===== config.mk =====
export PLATFORM = sky130hd
export DESIGN_NAME = escalonador_rr
export DESIGN_NICKNAME = d
export VERILOG_FILES = /design/src/rtl/escalonador_rr.sv
export SDC_FILE = /design/constraint.sdc
export NUM_CORES = 1
export LEC_CHECK = 0
export BUFFER_PORTS_ARGS = -buffer_cell sky130_fd_sc_hd__buf_2
export CAP_MARGIN = 20
export CORE_MARGIN = 5
export CORE_UTILIZATION = 30
export CTS_BUF_LIST = sky130_fd_sc_hd__clkbuf_8
export DETAILED_ROUTE_END_ITERATION = 6
export GPL_TIMING_DRIVEN = 0
export MAX_ROUTING_LAYER = met4
export PLACE_DENSITY_LB_ADDON = 0.08
export SYNTH_ARGS = -nofsm -noshare
export SYNTH_HDL_FRONTEND = slang
export SYNTH_SLANG_ARGS = --single-unit

===== constraint.sdc =====
create_clock -name clk -period 3 [get_ports clk]
set_input_delay 0.6 -clock clk [delete_from_list [all_inputs] [get_ports clk]]
set_output_delay 0.6 -clock clk [all_outputs]
set_load 0.02 [all_outputs]

===== src/rtl/escalonador_rr.sv =====
// Round-robin process scheduler: counts retired instructions, preempts on quantum
// expiry or termination, and runs a req/ack context-swap handshake with the datapath.
// Optional macro ESCALONADOR_STATS_EN enables the saturating completed-swap counter.
module escalonador_rr #(
  parameter int unsigned NPROC   = 8,
  parameter int unsigned PID_W   = 3,
  parameter int unsigned QUANTUM = 16,
  parameter int unsigned QCNT_W  = 8
) (
  input  logic              clk,
  input  logic              rst,
  input  logic              enable,
  input  logic              instr_done,
  input  logic              pausaPC,
  input  logic              proc_fin,
  input  logic              new_valid,
  input  logic [PID_W-1:0]  new_pid,
  input  logic              swap_ack,
  output logic              swap_req,
  output logic [PID_W-1:0]  next_pid,
  output logic [PID_W-1:0]  cur_pid,
  output logic [QCNT_W-1:0] quantum_left,
  output logic              idle,
  output logic [15:0]       trocas_cnt
);

  localparam int unsigned CNT_W = 16;

  typedef enum logic [1:0] {
    S_IDLE = 2'd0,
    S_RUN  = 2'd1,
    S_PICK = 2'd2,
    S_SWAP = 2'd3
  } state_e;

  state_e              state_q, state_d;
  logic [NPROC-1:0]    ready_q, ready_d;
  logic [PID_W-1:0]    cur_q, cur_d;
  logic [PID_W-1:0]    next_q, next_d;
  logic [QCNT_W-1:0]   ql_q, ql_d;
  logic                swap_req_q, swap_req_d;
  logic                idle_q, idle_d;
  logic                cand_hit;
  logic [PID_W-1:0]    cand_pid;

  // State and output registers
  always_ff @(posedge clk) begin
    if (rst) begin
      state_q    <= S_IDLE;
      ready_q    <= NPROC'(1);
      cur_q      <= '0;
      next_q     <= '0;
      ql_q       <= QCNT_W'(QUANTUM);
      swap_req_q <= 1'b0;
      idle_q     <= 1'b1;
    end else begin
      state_q    <= state_d;
      ready_q    <= ready_d;
      cur_q      <= cur_d;
      next_q     <= next_d;
      ql_q       <= ql_d;
      swap_req_q <= swap_req_d;
      idle_q     <= idle_d;
    end
  end

  // First ready PID after cur_pid, wrapping; cur_pid itself is checked last
  always_comb begin : pick_search
    logic [PID_W-1:0] idx;
    cand_hit = 1'b0;
    cand_pid = cur_q;
    idx      = '0;
    for (int unsigned i = 1; i <= NPROC; i++) begin
      idx = PID_W'((32'(cur_q) + i) % NPROC);
      if (!cand_hit && ready_q[idx]) begin
        cand_hit = 1'b1;
        cand_pid = idx;
      end
    end
  end

  // Ready table: a termination clears, a new_valid sets, and the set wins
  always_comb begin
    ready_d = ready_q;
    if (state_q == S_RUN && proc_fin && cur_q != '0) begin
      ready_d[cur_q] = 1'b0;
    end
    if (new_valid) begin
      ready_d[new_pid] = 1'b1;
    end
  end

  // Next-state and registered-output logic
  always_comb begin
    state_d    = state_q;
    cur_d      = cur_q;
    next_d     = next_q;
    ql_d       = ql_q;
    swap_req_d = 1'b0;
    idle_d     = 1'b0;

    case (state_q)
      S_IDLE: begin
        if (enable && (ready_q != '0)) begin
          state_d = S_PICK;
        end
      end
      S_RUN: begin
        if (proc_fin) begin
          state_d = S_PICK;
        end else if (enable && instr_done && pausaPC) begin
          // Expiring retire keeps the count at 1; PICK or the swap reloads it
          if (ql_q == QCNT_W'(1)) begin
            state_d = S_PICK;
          end else begin
            ql_d = ql_q - QCNT_W'(1);
          end
        end
      end
      S_PICK: begin
        if (!cand_hit) begin
          state_d = S_IDLE;
        end else if (cand_pid != cur_q) begin
          next_d  = cand_pid;
          state_d = S_SWAP;
        end else begin
          ql_d    = QCNT_W'(QUANTUM);
          state_d = S_RUN;
        end
      end
      S_SWAP: begin
        if (swap_ack) begin
          cur_d   = next_q;
          ql_d    = QCNT_W'(QUANTUM);
          state_d = S_RUN;
        end
      end
      default: state_d = S_IDLE;
    endcase

    swap_req_d = (state_d == S_SWAP);
    idle_d     = (state_d == S_IDLE);
  end

  assign swap_req     = swap_req_q;
  assign next_pid     = next_q;
  assign cur_pid      = cur_q;
  assign quantum_left = ql_q;
  assign idle         = idle_q;

`ifdef ESCALONADOR_STATS_EN
  logic             swap_done;
  logic [CNT_W-1:0] trocas_q;

  assign swap_done = (state_q == S_SWAP) && swap_ack;

  // Saturating count of completed swaps
  always_ff @(posedge clk) begin
    if (rst) begin
      trocas_q <= '0;
    end else if (swap_done && trocas_q != {CNT_W{1'b1}}) begin
      trocas_q <= trocas_q + CNT_W'(1);
    end
  end

  assign trocas_cnt = trocas_q;
`else
  assign trocas_cnt = CNT_W'(0);
`endif

endmodule


======== After elaboration in Yosys (flattened, before gate mapping) ========
Index checks and enable logic that the tools add are counted.
operators by class
  reduce and logical (&&, ||, !) cells .... 29
  mux-type cells .......................... 53
  equality and inequality tests ........... 12
  magnitude comparators ................... 12
  bitwise logic cells ..................... 3
  $add $sub $neg .......................... 9
operators with widths
  kind                                                                                 count
  8-bit 2-to-1 mux                                                                     8
  3-bit by 4-bit < comparator with 1-bit output, second input constant                 10
  1-bit binary-select mux with 3-bit select                                            8
  3-bit 2-to-1 mux                                                                     8
  8-bit case mux with 3 select lines                                                   1
  1-bit 2-to-1 mux                                                                     18
  1-bit logical AND                                                                    14
  2-bit 2-to-1 mux                                                                     7
  3-bit adder, second input constant                                                   4
  2-bit inequality test, second input constant                                         5
  8-bit bitwise AND                                                                    1
  8-bit by 1-bit == test with 1-bit output, second input constant                      1
  8-bit NOT                                                                            1
  8-bit bitwise OR                                                                     1
  2-bit case mux with 4 select lines                                                   1
  8-bit nonzero test                                                                   1
  8-bit by 1-bit subtractor with 8-bit output, second input constant                   1
  1-bit zero test                                                                      7
  7-bit AND reduction                                                                  1
  3-bit by 1-bit adder with 3-bit output, second input constant                        2
  3-bit by 2-bit adder with 3-bit output, second input constant                        2
  1-bit demux with 3-bit select                                                        2
  2-bit == test, second input constant                                                 3
  3-bit by 1-bit greater-or-equal comparator with 1-bit output, second input constant  2
  other kinds (7)                                                                      9
storage, ports and cells
  word-level logic and storage cells ...... 125
  bits in registers ....................... 26
  bits of input ports ..................... 11

======== Logic depth before layout (Yosys ltp) ========
Gate-level depths: netlist (run 1).
  depth after elaboration ................. 30
  depth in mapped cells ................... 12
  gate-level depth less buffers ........... 9

======== Worst setup path after synthesis (run 1) ========
OpenSTA, ideal clock, no wires.
  path type ............................... register to register
  from .................................... reg cur_q[1] (netlist: cur_pid[1])
  to ...................................... reg ql_q[0] (netlist: quantum_left[0])
  arrival time ............................ 3.164 ns
  required time ........................... 2.871 ns
  library setup time ...................... 0.129 ns
  slack ................................... -0.293 ns
  path buffers ............................ 2
  cell stages (with the launch flop) ...... 12
  cell sequence ........................... dfxtp_1 clkbuf_1 inv_1 ha_1 buf_2 mux4_2 mux2_2 nor3_1 nand2_2 o31ai_4 a21o_4 o31ai_1
between the ends
  cells in the longest elaborated chain, start to end .. 28
  elaborated cells between the ends (all ways) .. 58
  those cells by class .................... add/sub: 8; eq/ne: 3; mux: 32; reduce/logical: 15
RTL lines
  item                                       line  text
  start, declared                            38    logic [PID_W-1:0] cur_q, cur_d;
  start signal, assigned                     59    cur_q <= cur_d;
  3-bit by 1-bit adder with 3-bit output     74    idx = PID_W'((32'(cur_q) + i) % NPROC);
  1-bit binary-select mux with 3-bit select  75    if (!cand_hit && ready_q[idx]) begin
  1-bit 2-to-1 mux (not written as such)     75
  1-bit 2-to-1 mux                           75
  1-bit zero test                            75
  1-bit logical AND                          75
  1-bit 2-to-1 mux                           75
  1-bit zero test                            75
  [12 not listed]                            n/a
  1-bit logical AND                          75
  1-bit 2-to-1 mux                           75
  1-bit zero test                            75
  1-bit logical AND                          75
  3-bit 2-to-1 mux                           75
  3-bit inequality test                      123   end else if (cand_pid != cur_q) begin
  2-bit inequality test (no line)            n/a
  7-bit AND reduction (no line) *            n/a
  end signal, assigned                       53    ql_q <= QCNT_W'(QUANTUM);
  end signal, assigned                       61    ql_q <= ql_d;
  end, declared                              40    logic [QCNT_W-1:0] ql_q, ql_d;
Mark *: on every way between the ends. The rest lies on a longest branch, timed or not. The select of a mux whose other input is x is not followed.
A chain may end at the register's enable or synchronous reset.

======== Final worst setup path (run 1) ========
  from .................................... reg cur_q[0] (netlist: cur_pid[0])
  to ...................................... reg next_q[1] (netlist: next_pid[1])
between the ends
  cells in the longest elaborated chain, start to end .. 27
  elaborated cells between the ends (all ways) .. 56
  those cells by class .................... add/sub: 8; eq/ne: 1; mux: 32; reduce/logical: 15
RTL lines
  item                                       line  text
  3-bit by 1-bit adder with 3-bit output     74
  1-bit binary-select mux with 3-bit select  75
  1-bit 2-to-1 mux (not written as such)     75
  1-bit 2-to-1 mux                           75
  1-bit zero test                            75
  1-bit logical AND                          75
  1-bit 2-to-1 mux                           75
  1-bit zero test                            75
  [11 not listed]                            n/a
  1-bit zero test                            75
  1-bit logical AND                          75
  1-bit 2-to-1 mux                           75
  1-bit zero test                            75
  1-bit logical AND                          75
  3-bit 2-to-1 mux                           75
  3-bit inequality test                      123
  3-bit AND reduction (no line)              n/a
  end signal, assigned                       60    next_q <= next_d;
  end, declared                              39    logic [PID_W-1:0] next_q, next_d;
Parallel ways exist; a longest one is shown, timed or not. The select of a mux whose other input is x is not followed.

==> run summary, run 1 <==
The worst register-to-register path begins at cur_pid[0]$_SDFFE_PP0P_. The detail-routed via count per cell is 4.784. The clock tree buffer depth is 2. The wire-length estimate of the detail-placed layout is 4357 µm. The number of cell rows is 31. The worst setup path is launched from a register. The final number of max-transition violations is 0. On the critical path the largest part of the delay comes from multiplexers. The clock buffer count from CTS came out at 3. The worst setup path is captured at a register. Across all setup checks in the final design, the least slack found is 0.1464 ns. The via count came out at 1928. The number of inserted diodes came out at 0. For met1 alone, demand over resource in global routing was 17.45%. The startpoint identified for the worst hold timing path is next_pid[0]$_SDFFE_PP0P_. In this run the most used layer during global routing was met2.

The clock drives 26 sinks. The highest attainable clock frequency is 0.3504 GHz. For the pin with the worst max-slew slack, the measured transition is 0.5697 ns. In this run, synthesis produced a sequential element count of 26. The source-to-sink clock delay at the later pin of the worst-skew pair is 0.27 ns. The via count of the first global-routing pass is 1829. Power comes to 0.8186 mW.

Global routing used 22.37% of the available met2 tracks. The cell that appears most often on the critical path is a21oi_1. The wire length of the first global-routing pass came out at 9211 µm. The DRC marker count from the first detailed-route iteration is 93. The final critical delay including setup and external delays is 2.854 ns. For this design, the slowest cell found on the critical path is mux4_2. The static power due to leakage is 1.106 nW. The H-tree depth came out at 1.

In this run the clock root is driven by a clkbuf_8. Traced cell by cell, the critical path runs through buf_12 -> clkinvlp_4 -> ha_4 -> mux4_2 -> mux2_4 -> or3_1 -> a21oi_1 -> a21oi_1 -> o31a_1. The overflow left after global routing came out at 0. The min-delay analysis places its worst path in the category register to register. The die footprint came out at 8991 µm². The minimum setup slack among reg-to-reg paths is 0.15 ns. The final net count is 325. In this run the cell area measured after placement is 2472 µm². The synthesized design spends more area on one cell type than any other, namely dfxtp_1.

After detailed routing, the total wire length is 5739 µm. The quantity of hold-fixing buffers added after cts is 0. The final clock period utilization by the worst path came out at 95.12%.

The growth of design area from synthesis to finish is 25.28%. The run finished with clean final reports. Clock-pin slew was measured on the worst setup and hold paths at 0.10 ns. Ranked by instance count, the synthesized netlist is headed by nor2_1, dfxtp_1, nand2_1, buf_4.

The instance count along the most critical hold path is 2. Of the cells placed in the final design, the portion with a size suffix greater than 1 is 31.25%. The initial utilization of the core area, before any placement, comes to 30.24%. Entering global routing, the biggest net connects 15 pins. The worst hold path terminates at next_pid[0]$_SDFFE_PP0P_. The total count of hold-check failures in the final report came out at 0. The data arrival time of the critical path is 3.03 ns.

The post-placement setup slack came out at -0.2878 ns. The tool flagged a number of max-cap violations equal to 0. The sequential fraction of the synthesis area came out at 24.12%.

Global routing used 2.470% of the available met3 tracks. The layout has 751 filler cells. Measured along the x axis, the die boundary spans 94.82 µm. The data required time of the worst path is 3.17 ns.

The classification of the worst setup path is register to register. The count of unique library cells instantiated by Yosys is 51. The total of warnings raised by yosys is 0. A synthesized cell averages 8.703 µm². The number of endpoints failing setup at the final stage is 0. The total standard cell area after synthesis came out at 2158 µm².

The wire length per cell came out at 14.24 µm. After synthesis, the share of flip-flops with an asynchronous set or reset is 0%. The share of synthesized area in the top cell type comes to 24.12%. The buffers plus inverters on the worst setup path came out at 2. Summing all non-filler instances in the final layout gives an area of 2704 µm². The number of remaining DRC errors came out at 0. By area the synthesized netlist is led by dfxtp_1, mux4_2, nor2_1. The total global-route track usage is 13.35%. The number of I/O port buffers is 25. In this run the remaining antenna-violating nets after routing total 0. The count of pins on the block boundary is 43. Yosys mapped a number of flops with a built-in enable equal to 0. TritonCTS built the clock tree. The die span in y is 94.82 µm. Power spread over the standard cell area amounts to 302.8 nW/µm². Along the worst path, the maximum fanout reaches 10.

The worst max-slew margin expressed relative to the limit is 61.48%. The worst register-to-register path ends at next_pid[1]$_SDFFE_PP0P_. In this run the standard cell core region covers 7137 µm². The pre-antenna-repair detailed-routing pass consisted of 4 iterations. The count of mapped cells out of synthesis is 248. The worst clock skew is 0.007986 ns. The worst stage delay on the critical path came out at 0.54 ns. The depth of the worst register-to-register path came out at 9. The placer's final routability congestion estimate came out at 0.8195. The most common cell in the synthesized netlist is nor2_1.

The initial antenna violation count came out at 0. Across the VDD grid, the largest voltage drop is 0.1564 mV. For this run, the leading register cell type out of synthesis is dfxtp_1.
==> cell type report <==
class	instances	area, µm²	share of cell area [%]
Tap cell	99	123.9	4.581
Multi-Input combinational cell	203	1543	57.06
Buffer	24	185.2	6.849
Sequential cell	26	529.3	19.57
Inverter	8	37.54	1.388
Timing Repair Buffer	39	230.2	8.515
Clock buffer	4	55.05	2.036
==> how the worst max path moves through the flow <==
stage / from / to / slack (ns) / cells after the start
2_1_floorplan: cur_pid[0]$_SDFFE_PP0P_ / next_pid[1]$_SDFFE_PP0P_ / 0.02 / 11
3_3_place_gp: cur_pid[1]$_SDFFE_PP0P_ / next_pid[1]$_SDFFE_PP0P_ / -0.30 / 10
3_5_place_dp: cur_pid[1]$_SDFFE_PP0P_ / next_pid[1]$_SDFFE_PP0P_ / -0.29 / 10
4_1_cts: cur_pid[0]$_SDFFE_PP0P_ / next_pid[1]$_SDFFE_PP0P_ / -0.008 / 11
5_1_grt: cur_pid[2]$_SDFFE_PP0P_ / quantum_left[0]$_SDFFE_PP0P_ / -0.01 / 11
6_report: cur_pid[0]$_SDFFE_PP0P_ / next_pid[1]$_SDFFE_PP0P_ / 0.15 / 9
==> stage by stage <==
stage	hold slack [ns]	util [%]	cells	setup TNS [ns]
2_1_floorplan	0.4925	-	263	0
3_3_place_gp	0.4818	34.64	387	-3.163
3_5_place_dp	0.4835	34.64	387	-3.268
4_1_cts	0.4989	36.66	397	-0.008465
5_1_grt	0.5499	37.89	403	-0.03563
6_report	0.5029	37.89	403	0
==> sequential cells by signal, indices dropped and copies added (netlist names) <==
register / count
swap_req: 1
quantum_left: 8
state_q: 2
ready_q: 8
cur_pid: 3
next_pid: 3
idle: 1
==> metal layers <==
metal,vias to the layer above,wire [µm]
li1,983,-
met1,892,2817
met2,51,2612
met3,2,290
met4,0,19
met5,-,0
==> cells in the final DEF, fill, tap and decap left out, types with 2 or more instances in the layout <==
| cell | netlist | layout |
|---|---|---|
| dfxtp_4 | 0 | 2 |
| inv_1 | 8 | 6 |
| or3_1 | 5 | 5 |
| nor3b_1 | 4 | 4 |
| buf_2 | 2 | 25 |
| buf_4 | 16 | 32 |
| mux2_4 | 1 | 2 |
| mux4_2 | 11 | 11 |
| nor2_1 | 37 | 37 |
| xor2_1 | 5 | 5 |
| nor4b_1 | 2 | 2 |
| mux4_1 | 2 | 2 |
| clkbuf_1 | 6 | 4 |
| nand2b_1 | 5 | 5 |
| clkinvlp_4 | 0 | 2 |
| mux2i_1 | 5 | 4 |
| a21oi_1 | 11 | 11 |
| or4_1 | 2 | 2 |
| nand3_1 | 6 | 6 |
| conb_1 | 1 | 16 |
| nor2b_1 | 4 | 4 |
| nor3_1 | 5 | 4 |
| clkbuf_8 | 0 | 4 |
| nand2_1 | 19 | 19 |
| dfxtp_1 | 26 | 23 |
| nor4_1 | 3 | 3 |
| a22oi_1 | 2 | 2 |
| ha_1 | 9 | 8 |
| a211o_1 | 2 | 2 |
| mux2_2 | 4 | 3 |
| a31oi_1 | 5 | 4 |
| a32oi_1 | 4 | 4 |
| o21ai_0 | 9 | 8 |
| and2_1 | 4 | 4 |
| and3_1 | 2 | 2 |
==> kinds of logic after synthesis <==
family,after synthesis,share of synthesized area [%]
AND/OR/NAND/NOR,105,24.81
AO/OA/AOI/OAI,43,14.32
buffers and inverters,34,9.507
flip-flops,26,24.12
multiplexers,23,19.01
adder cells (fa/ha/maj),9,5.217
XOR/XNOR,7,2.841
other,1,0.1737
==> report_power, final <==
part	internal, mW	switching [mW]
clock network	0.117	0.116
logic	0.0896	0.117
registers	0.359	0.0189
==> worst reg2reg max path: stages, from the launching register on <==
cell and delay, ns:
dfxtp_4 0.45, buf_12 0.17, clkinvlp_4 0.12, ha_4 0.32
mux4_2 0.54, mux2_4 0.32, or3_1 0.31, a21oi_1 0.14
a21oi_1 0.08, o31a_1 0.32
==> timing repair <==
action,CTS,global route
setup endpoints to repair,14,14
pin swaps,1,3
setup buffers,6,8
resized for setup,12,13
Note: power is estimated with default switching activity, not from simulation.
==> run 2: changes to the inputs <==
- ABC_AREA: default -> 1
==> run summary, run 2 <==
The post-CTS clock slew at the launch and capture registers of the worst setup and hold paths was 0.09 ns (about the same). The number of cells in the design after placement is 478 (+24%). The most common cell in the synthesized netlist is nand2_1. The proportion of power drawn by the clock network is 19.1% (-9.4 points). The number of iterations in the first detailed-routing pass was 4 (unchanged). The overflow left after global routing came out at 0 (unchanged).

The register bit total from synthesis came to 26 (unchanged). The root buffer cell chosen for the clock tree is clkbuf_8. The flow ran to the end, and the final reports show no timing, DRC or antenna violations. The largest net degree at the start of global routing is 14 (-1). The mean instance size in the synthesized netlist is 6.407 µm² (-26%). The final wirelength came to 5785 µm (+0.80%). The DRC marker count from the first detailed-route iteration is 112 (+20%). The final clock period utilization by the worst path is 90.97% (-4.2 points). The data required time of the worst path came out at 3.17 ns (about the same). The worst clock skew is 0.002123 ns (-0.005863 ns). The die span in y came out at 95.21 µm (+0.41%). In the layout the commonest cells are nand2_1, nand3_1, inv_1. The effective utilization at floorplan came out at 30.36% (+0.12 points). The total of warnings raised by yosys was 0 (unchanged). The share of the synthesized area in the top cell type came out at 23.89% (-0.22 points). The detail-routed via count per cell is 4.541 (-5.1%).

The final standard cell utilization of the core came to 35.62% (-2.3 points). The worst max-slew margin expressed relative to the limit came out at 62.83% (+1.3 points). The switching share of power came out at 39.72% (+8.9 points). The count of unique library cells instantiated by Yosys came to 37 (-27%). The count of mapped cells out of synthesis is 340 (+37%). Compared with the post-synthesis result, the final layout area differs by 17.35%. The die footprint came to 9065 µm² (+0.82%). The clock sink total is 26 (unchanged). The number of remaining DRC errors came out at 0 (unchanged).

The post-DP HPWL is 4564 µm (+4.8%). The sort of element at the start of the critical path is a register. The internal power of the cells came out at 0.6206 mW (+9.6%). The sequential fraction of the synthesis area came out at 23.89% (-0.22 points). The via count came out at 2198 (+14%). The H-tree depth is 1 (unchanged).

The source-to-sink clock delay at the later pin of the worst-skew pair came to 0.27 ns (about the same). The number of nets with antenna violations after routing is 0 (unchanged). The max-capacitance violation count came out at 0 (unchanged). The number of inserted diodes is 0 (unchanged). The data arrival time of the critical path came out at 2.90 ns (-0.13 ns). The highest attainable clock frequency came out at 0.3664 GHz (+4.6%). The initial antenna violation count is 0 (unchanged).

The placer's final routability congestion estimate is 0.8061 (-1.6%). The placeable core region came out at 7176 µm² (+0.54%). The total global-route track usage is 13.96% (+0.61 points). The fraction of layout instances using a drive strength above 1 is 20.52% (-11 points). The clock tree from TritonCTS is yes. The wire length of the first global-routing pass is 9901 µm (+7.5%). The number of I/O port buffers is 24 (-4.0%).

The classification of the worst setup path is register to register. The part of the total power dissipated in sequential elements is 39.3% (-6.9 points). The clock buffer count from CTS is 3 (unchanged).

The maximum fanout count along the critical path is 11 (+1). The transition time at the pin with the least slew margin came to 0.5576 ns (-0.01211 ns). The worst setup path is captured at a register. The relative contribution of combinational cells to total power is 41.6% (+16 points). The count of pins on the block boundary is 43 (unchanged). The total power per unit cell area was 402.8 nW/µm² (+33%). The final cell count without fillers came out at 484 (+20%). The wire length per cell was 11.95 µm (-16%). The quantity of hold-fixing buffers added after cts is 0 (unchanged). The total standard cell area after synthesis came out at 2178 µm² (+0.93%). The clock tree buffer depth came out at 2 (unchanged). The number of endpoints failing setup at the final stage is 0 (unchanged).

The static power due to leakage is 1.268 nW (+15%). The final net count is 407 (+25%). The switching power is 0.4089 mW (+62%).

The proportion of register bits with asynchronous set or reset after synthesis came out at 0% (unchanged). The worst-case vdd ir drop is 0.2322 mV (+48%). The worst min-delay path class is register to register. Yosys attributes the largest share of cell area to dfxtp_1, nand2_1, nand3_1. Setup repair after global routing left no endpoint under its margin. Leaving out fill and tap cells, the most frequent cell in the layout is nand2_1. The final critical delay including setup and external delays came out at 2.729 ns (-0.1245 ns). The number of flops mapped to enable cells by yosys came out at 0 (unchanged). Ranked by instance count, the synthesized netlist is headed by nand2_1, nand3_1, inv_1, dfxtp_1, nor2_1. The number of cell rows came to 31 (unchanged). The final number of max-transition violations is 0 (unchanged). The horizontal die dimension came out at 95.21 µm (+0.41%).

The via count of the first global-routing pass is 2093 (+14%). The total power consumption of the routed design came out at 1.030 mW (+26%). Among all flip-flop cells after synthesis, the most frequent one is dfxtp_1. The total count of hold-check failures in the final report is 0 (unchanged). Summed over all instances, the cell type with the most area after synthesis is dfxtp_1.
## run 2: cell types whose count changed after synthesis, moves of 6 or more
cell / before / now
a21oi_1: 11 / 21
inv_1: 8 / 27
mux4_2: 11 / 0
nand2_1: 19 / 93
nand2_2: 1 / 7
nand3_1: 6 / 39
nand3_2: 0 / 6
nand4_1: 1 / 13
nor2_1: 37 / 26
## run 2: power groups by stage
stage	logic, mW	registers [mW]	clock network [mW]
floorplan	0.310	0.434	0
global placement	0.428	0.415	0
detailed placement	0.429	0.414	0
CTS	0.431	0.406	0.208
global route	0.498	0.411	0.223
finish	0.428	0.405	0.197
## run 2: kinds of logic (layout without fill, tap and decap cells)
kind of cell	after synthesis	count (layout)	share of synthesized area (%)
buf+inv	55	85	13.61
xor+xnor	6	6	2.412
compound gates	45	45	11.14
flops	26	26	23.89
other cells	1	16	0.1721
simple gates	198	198	43.60
fa+ha+maj	9	9	5.170
## run 2: critical path, cell delays in order, from the launching register on
cell	delay, ns
dfxtp_2	0.40
buf_6	0.15
inv_4	0.05
buf_6	0.14
ha_1	0.40
inv_4	0.14
nand3_1	0.11
nand3_1	0.14
nand2_2	0.14
nor2_8	0.15
nand4_4	0.09
nor2_4	0.13
nand2_1	0.09
nand2_2	0.09
buf_6	0.14
inv_2	0.06
nor2_2	0.07
nor2_1	0.04
nand2_1	0.06
inv_1	0.03
## run 2: stage by stage
| step | hold slack [ns] | setup slack (ns) | setup TNS [ns] | cell area (µm²) |
|---|---|---|---|---|
| after global placement | 0.5041 | -0.09672 | -0.6006 | 2479 |
| after detailed placement | 0.5116 | -0.07482 | -0.3022 | 2479 |
| after global routing | 0.5534 | 0.0006894 | 0 | 2556 |
| final | 0.5273 | 0.2709 | 0 | 2556 |
| after floorplan | 0.4751 | 0.3821 | 0 | 2235 |
| after CTS | 0.5288 | 0.1163 | 0 | 2521 |
## run 2: routing by layer
metal	track usage (%)	part of all wire, %	vias up
met4	2.885	0.57	0
met3	1.026	3.6	2
met2	23.09	46	36
met1	18.69	50	978
li1	-	-	1182
met5	-	0	-
## run 2: repair_timing
| action | CTS | global route |
|---|---|---|
| setup endpoints to repair | 12 | 13 |
| pin swaps | 0 | 0 |
| gates resized for setup | 1 | 5 |
| buffers inserted | 0 | 3 |
## run 2: layout make-up
type / count / area, µm²
fill: 822 / 4619
buffer: 24 / 177.7
sequential: 26 / 525.5
multi-input combinational: 274 / 1420
timing repair buffer: 27 / 142.6
clock buffer: 3 / 41.29
tap: 99 / 123.9
inverter: 31 / 125.1
## run 2: path summary, 6_finish.rpt
path | startpoint | endpoint | slack, ns | depth (start not counted)
setup / recovery | cur_pid[0]$_SDFFE_PP0P_ | next_pid[1]$_SDFFE_PP0P_ | 0.27 | 19
hold / removal | quantum_left[2]$_SDFFE_PP0P_ | quantum_left[2]$_SDFFE_PP0P_ | 0.53 | 2
setup reg to reg | cur_pid[0]$_SDFFE_PP0P_ | next_pid[1]$_SDFFE_PP0P_ | 0.27 | 19
hold reg to reg | quantum_left[2]$_SDFFE_PP0P_ | quantum_left[2]$_SDFFE_PP0P_ | 0.53 | 2
==> run 3: changes to the inputs <==
- BUFFER_PORTS_ARGS: -buffer_cell sky130_fd_sc_hd__buf_2 -> -buffer_cell sky130_fd_sc_hd__buf_4
==> run summary, run 3 (synthesis gave the netlist of run 2 again) <==
Leaving out fill and tap cells, the most frequent cells in the layout are nand2_1, buf_4, nand3_1. The clock buffer count from CTS is 3 (unchanged). The H-tree depth is 1 (unchanged). The tree is rooted in a clkbuf_8. The relative contribution of combinational cells to total power came to 41.2% (-0.4 points).

The post-detailed-placement cell area is 2539 µm² (+2.4%). TritonCTS built the clock tree. STA classifies the critical path startpoint as a register. The proportion of power drawn by the clock network came out at 21.2% (+2.1 points). The data arrival time of the critical path came out at 2.92 ns (+0.02 ns).

The origin of the worst min-delay path is quantum_left[7]$_SDFFE_PP0P_. The number of inserted diodes is 0 (unchanged). The number of remaining DRC errors came out at 0 (unchanged). The DRC marker count from the first detailed-route iteration is 97 (-13%). The total power consumption of the routed design is 1.082 mW (+5.1%). The fill cell instance count of the final layout came out at 828 (+0.73%). The worst max-slew margin expressed relative to the limit was 63.34% (+0.51 points). The wire length per cell is 12.07 µm (+1.0%). The detail-routed via count per cell came to 4.575 (+0.75%). Leaving out fill and tap cells, the most frequent cell in the layout is nand2_1. The overflow left after global routing was 0 (unchanged). Setup repair after global routing left no endpoint under its margin. The worst reg2reg path endpoint is next_pid[1]$_SDFFE_PP0P_.

The maximum fanout count along the critical path came to 11 (unchanged). The number of iterations in the first detailed-routing pass came out at 4 (unchanged). The critical path starts at cur_pid[0]$_SDFFE_PP0P_. The final standard cell utilization of the core came to 36.69% (+1.1 points). The die span in y came out at 95.21 µm (unchanged). The source-to-sink clock delay at the later pin of the worst-skew pair came out at 0.27 ns (about the same). The worst stage delay on the critical path came out at 0.40 ns (about the same). The endpoint with the worst hold slack is quantum_left[7]$_SDFFE_PP0P_.

The via count of the first global-routing pass came out at 2227 (+6.4%). The clock tree buffer depth was 2 (unchanged). The initial antenna violation count is 0 (unchanged).

The post-DP HPWL came out at 4585 µm (+0.46%). The number of endpoints failing setup at the final stage came out at 0 (unchanged). The final critical delay including setup and external delays was 2.738 ns (+0.008934 ns). The worst-case vdd ir drop came out at 0.2077 mV (-11%). The horizontal die dimension was 95.21 µm (unchanged). The die footprint is 9065 µm² (unchanged). The effective utilization at floorplan is 30.36% (unchanged). The fraction of layout instances using a drive strength above 1 came out at 20.98% (+0.46 points). The number of I/O port buffers is 24 (unchanged). The total count of hold-check failures in the final report is 0 (unchanged). The via count came out at 2219 (+0.96%). The critical path endpoint category is a register. The dominant cell type by count on the critical path is buf_6. The switching share of power was 38.70% (-1.0 points). The growth of design area from synthesis to finish came out at 20.85%. The tightest min-delay check is of the register to register type.

The placer's final routability congestion estimate is 0.8078 (+0.21%). The final clock period utilization by the worst path was 91.27% (+0.30 points). The worst hold slack after final layout is 0.5290 ns (+0.001724 ns).

The transition time at the pin with the least slew margin was 0.5499 ns (-0.007689 ns). The data required time of the worst path is 3.18 ns (about the same). The instance count along the most critical hold path is 2 (unchanged). The minimum setup slack among reg-to-reg paths is 0.26 ns (about the same).

The total global-route track usage is 14.34% (+0.38 points). The worst setup path is of the register to register kind. The run finished with clean final reports. The total power per unit cell area is 411.1 nW/µm² (+2.1%). The final net count was 407 (unchanged).

The wire length of the first global-routing pass is 10360 µm (+4.7%). The final number of max-transition violations is 0 (unchanged). The post-CTS clock slew at the launch and capture registers of the worst setup and hold paths is 0.09 ns (about the same). Walking the worst path, the cells encountered are buf_6 -> inv_4 -> buf_6 -> ha_1 -> inv_4 -> nand3_1 -> nand3_1 -> nand2_2 -> nor2_8 -> nand4_4 -> nor2_4 -> nand2_1 -> nand2_2 -> buf_6 -> inv_2 -> nor2_2 -> nor2_1 -> nand2_1 -> inv_1. The final standard cell area without fillers is 2633 µm² (+3.0%).

The startpoint of the lowest-slack register-to-register path is cur_pid[0]$_SDFFE_PP0P_. The clock sink total is 26 (unchanged). The largest net degree at the start of global routing was 15 (+1). The placeable core region came out at 7176 µm² (unchanged). The highest attainable clock frequency came to 0.3652 GHz (-0.33%). The switching power is 0.4189 mW (+2.4%).

The max-capacitance violation count came to 0 (unchanged). The depth of the worst register-to-register path is 19 (unchanged). The count of pins on the block boundary came out at 43 (unchanged).

The final wirelength was 5856 µm (+1.2%). The part of the total power dissipated in sequential elements came to 37.6% (-1.7 points). The number of cell rows is 31 (unchanged).

For this design, the slowest cell found on the critical path is dfxtp_2. The worst clock skew came out at 0.002744 ns (+0.0006214 ns). The number of nets with antenna violations after routing was 0 (unchanged). The internal power of the cells came out at 0.6634 mW (+6.9%). The quantity of hold-fixing buffers added after cts came to 0 (unchanged).

The static power due to leakage came out at 1.284 nW (+1.3%).
run 3: how the worst max path moves through the flow:
stage,to,cells past startpoint,slack (ns)
finish,next_pid[1]$_SDFFE_PP0P_,19,0.26
global route,next_pid[1]$_SDFFE_PP0P_,19,0.006
CTS,quantum_left[1]$_SDFFE_PP0P_,16,0.10
detailed placement,quantum_left[1]$_SDFFE_PP0P_,14,-0.05
global placement,next_pid[1]$_SDFFE_PP0P_,17,-0.1
floorplan,next_pid[1]$_SDFFE_PP0P_,17,0.38
run 3: worst max-delay path, delay by kind of cell (launching register included):
kind,cells,cell delay (ns)
flops,1,0.40
buf+inv,7,0.72
fa+ha+maj,1,0.40
simple gates,11,1.12
run 3: timing repair:
action                     4_1_cts  5_1_grt
hold endpoints to repair         0        0
setup endpoints to repair       11       13
gates resized for setup          1        6
setup buffers                    0        3
run 3: routing by layer:
metal  GRT usage [%]  wire, µm
met1           19.57      2867
met2           23.03      2733
met3           1.342       193
met4           3.005        62
met5               -         0
run 3: stage by stage:
| step | cells | setup WS (ns) | TNS, ns |
|---|---|---|---|
| 6_report | 485 | 0.2620 | 0 |
| 5_1_grt | 485 | 0.006173 | 0 |
| 3_5_place_dp | 478 | -0.05193 | -0.1596 |
| 3_3_place_gp | 478 | -0.09950 | -0.6291 |
| 4_1_cts | 482 | 0.1022 | 0 |
| 2_1_floorplan | 355 | 0.3821 | 0 |
run 3: layout make-up:
type / count / area (µm²) / share of cell area (%)
inverter: 31 / 125.1 / 4.753
sequential: 26 / 525.5 / 19.96
buffer: 24 / 177.7 / 6.749
timing repair buffer: 27 / 202.7 / 7.700
multi-input combinational: 274 / 1423 / 54.04
tap: 99 / 123.9 / 4.705
clock buffer: 4 / 55.05 / 2.091
run 3: power by group through the flow:
stage               clock network, mW  registers (mW)  logic (mW)
finish                          0.229           0.407       0.446
global route                    0.252           0.412       0.514
CTS                             0.234           0.408       0.446
detailed placement                  0           0.415       0.444
global placement                    0           0.416       0.443
floorplan                           0           0.434       0.310
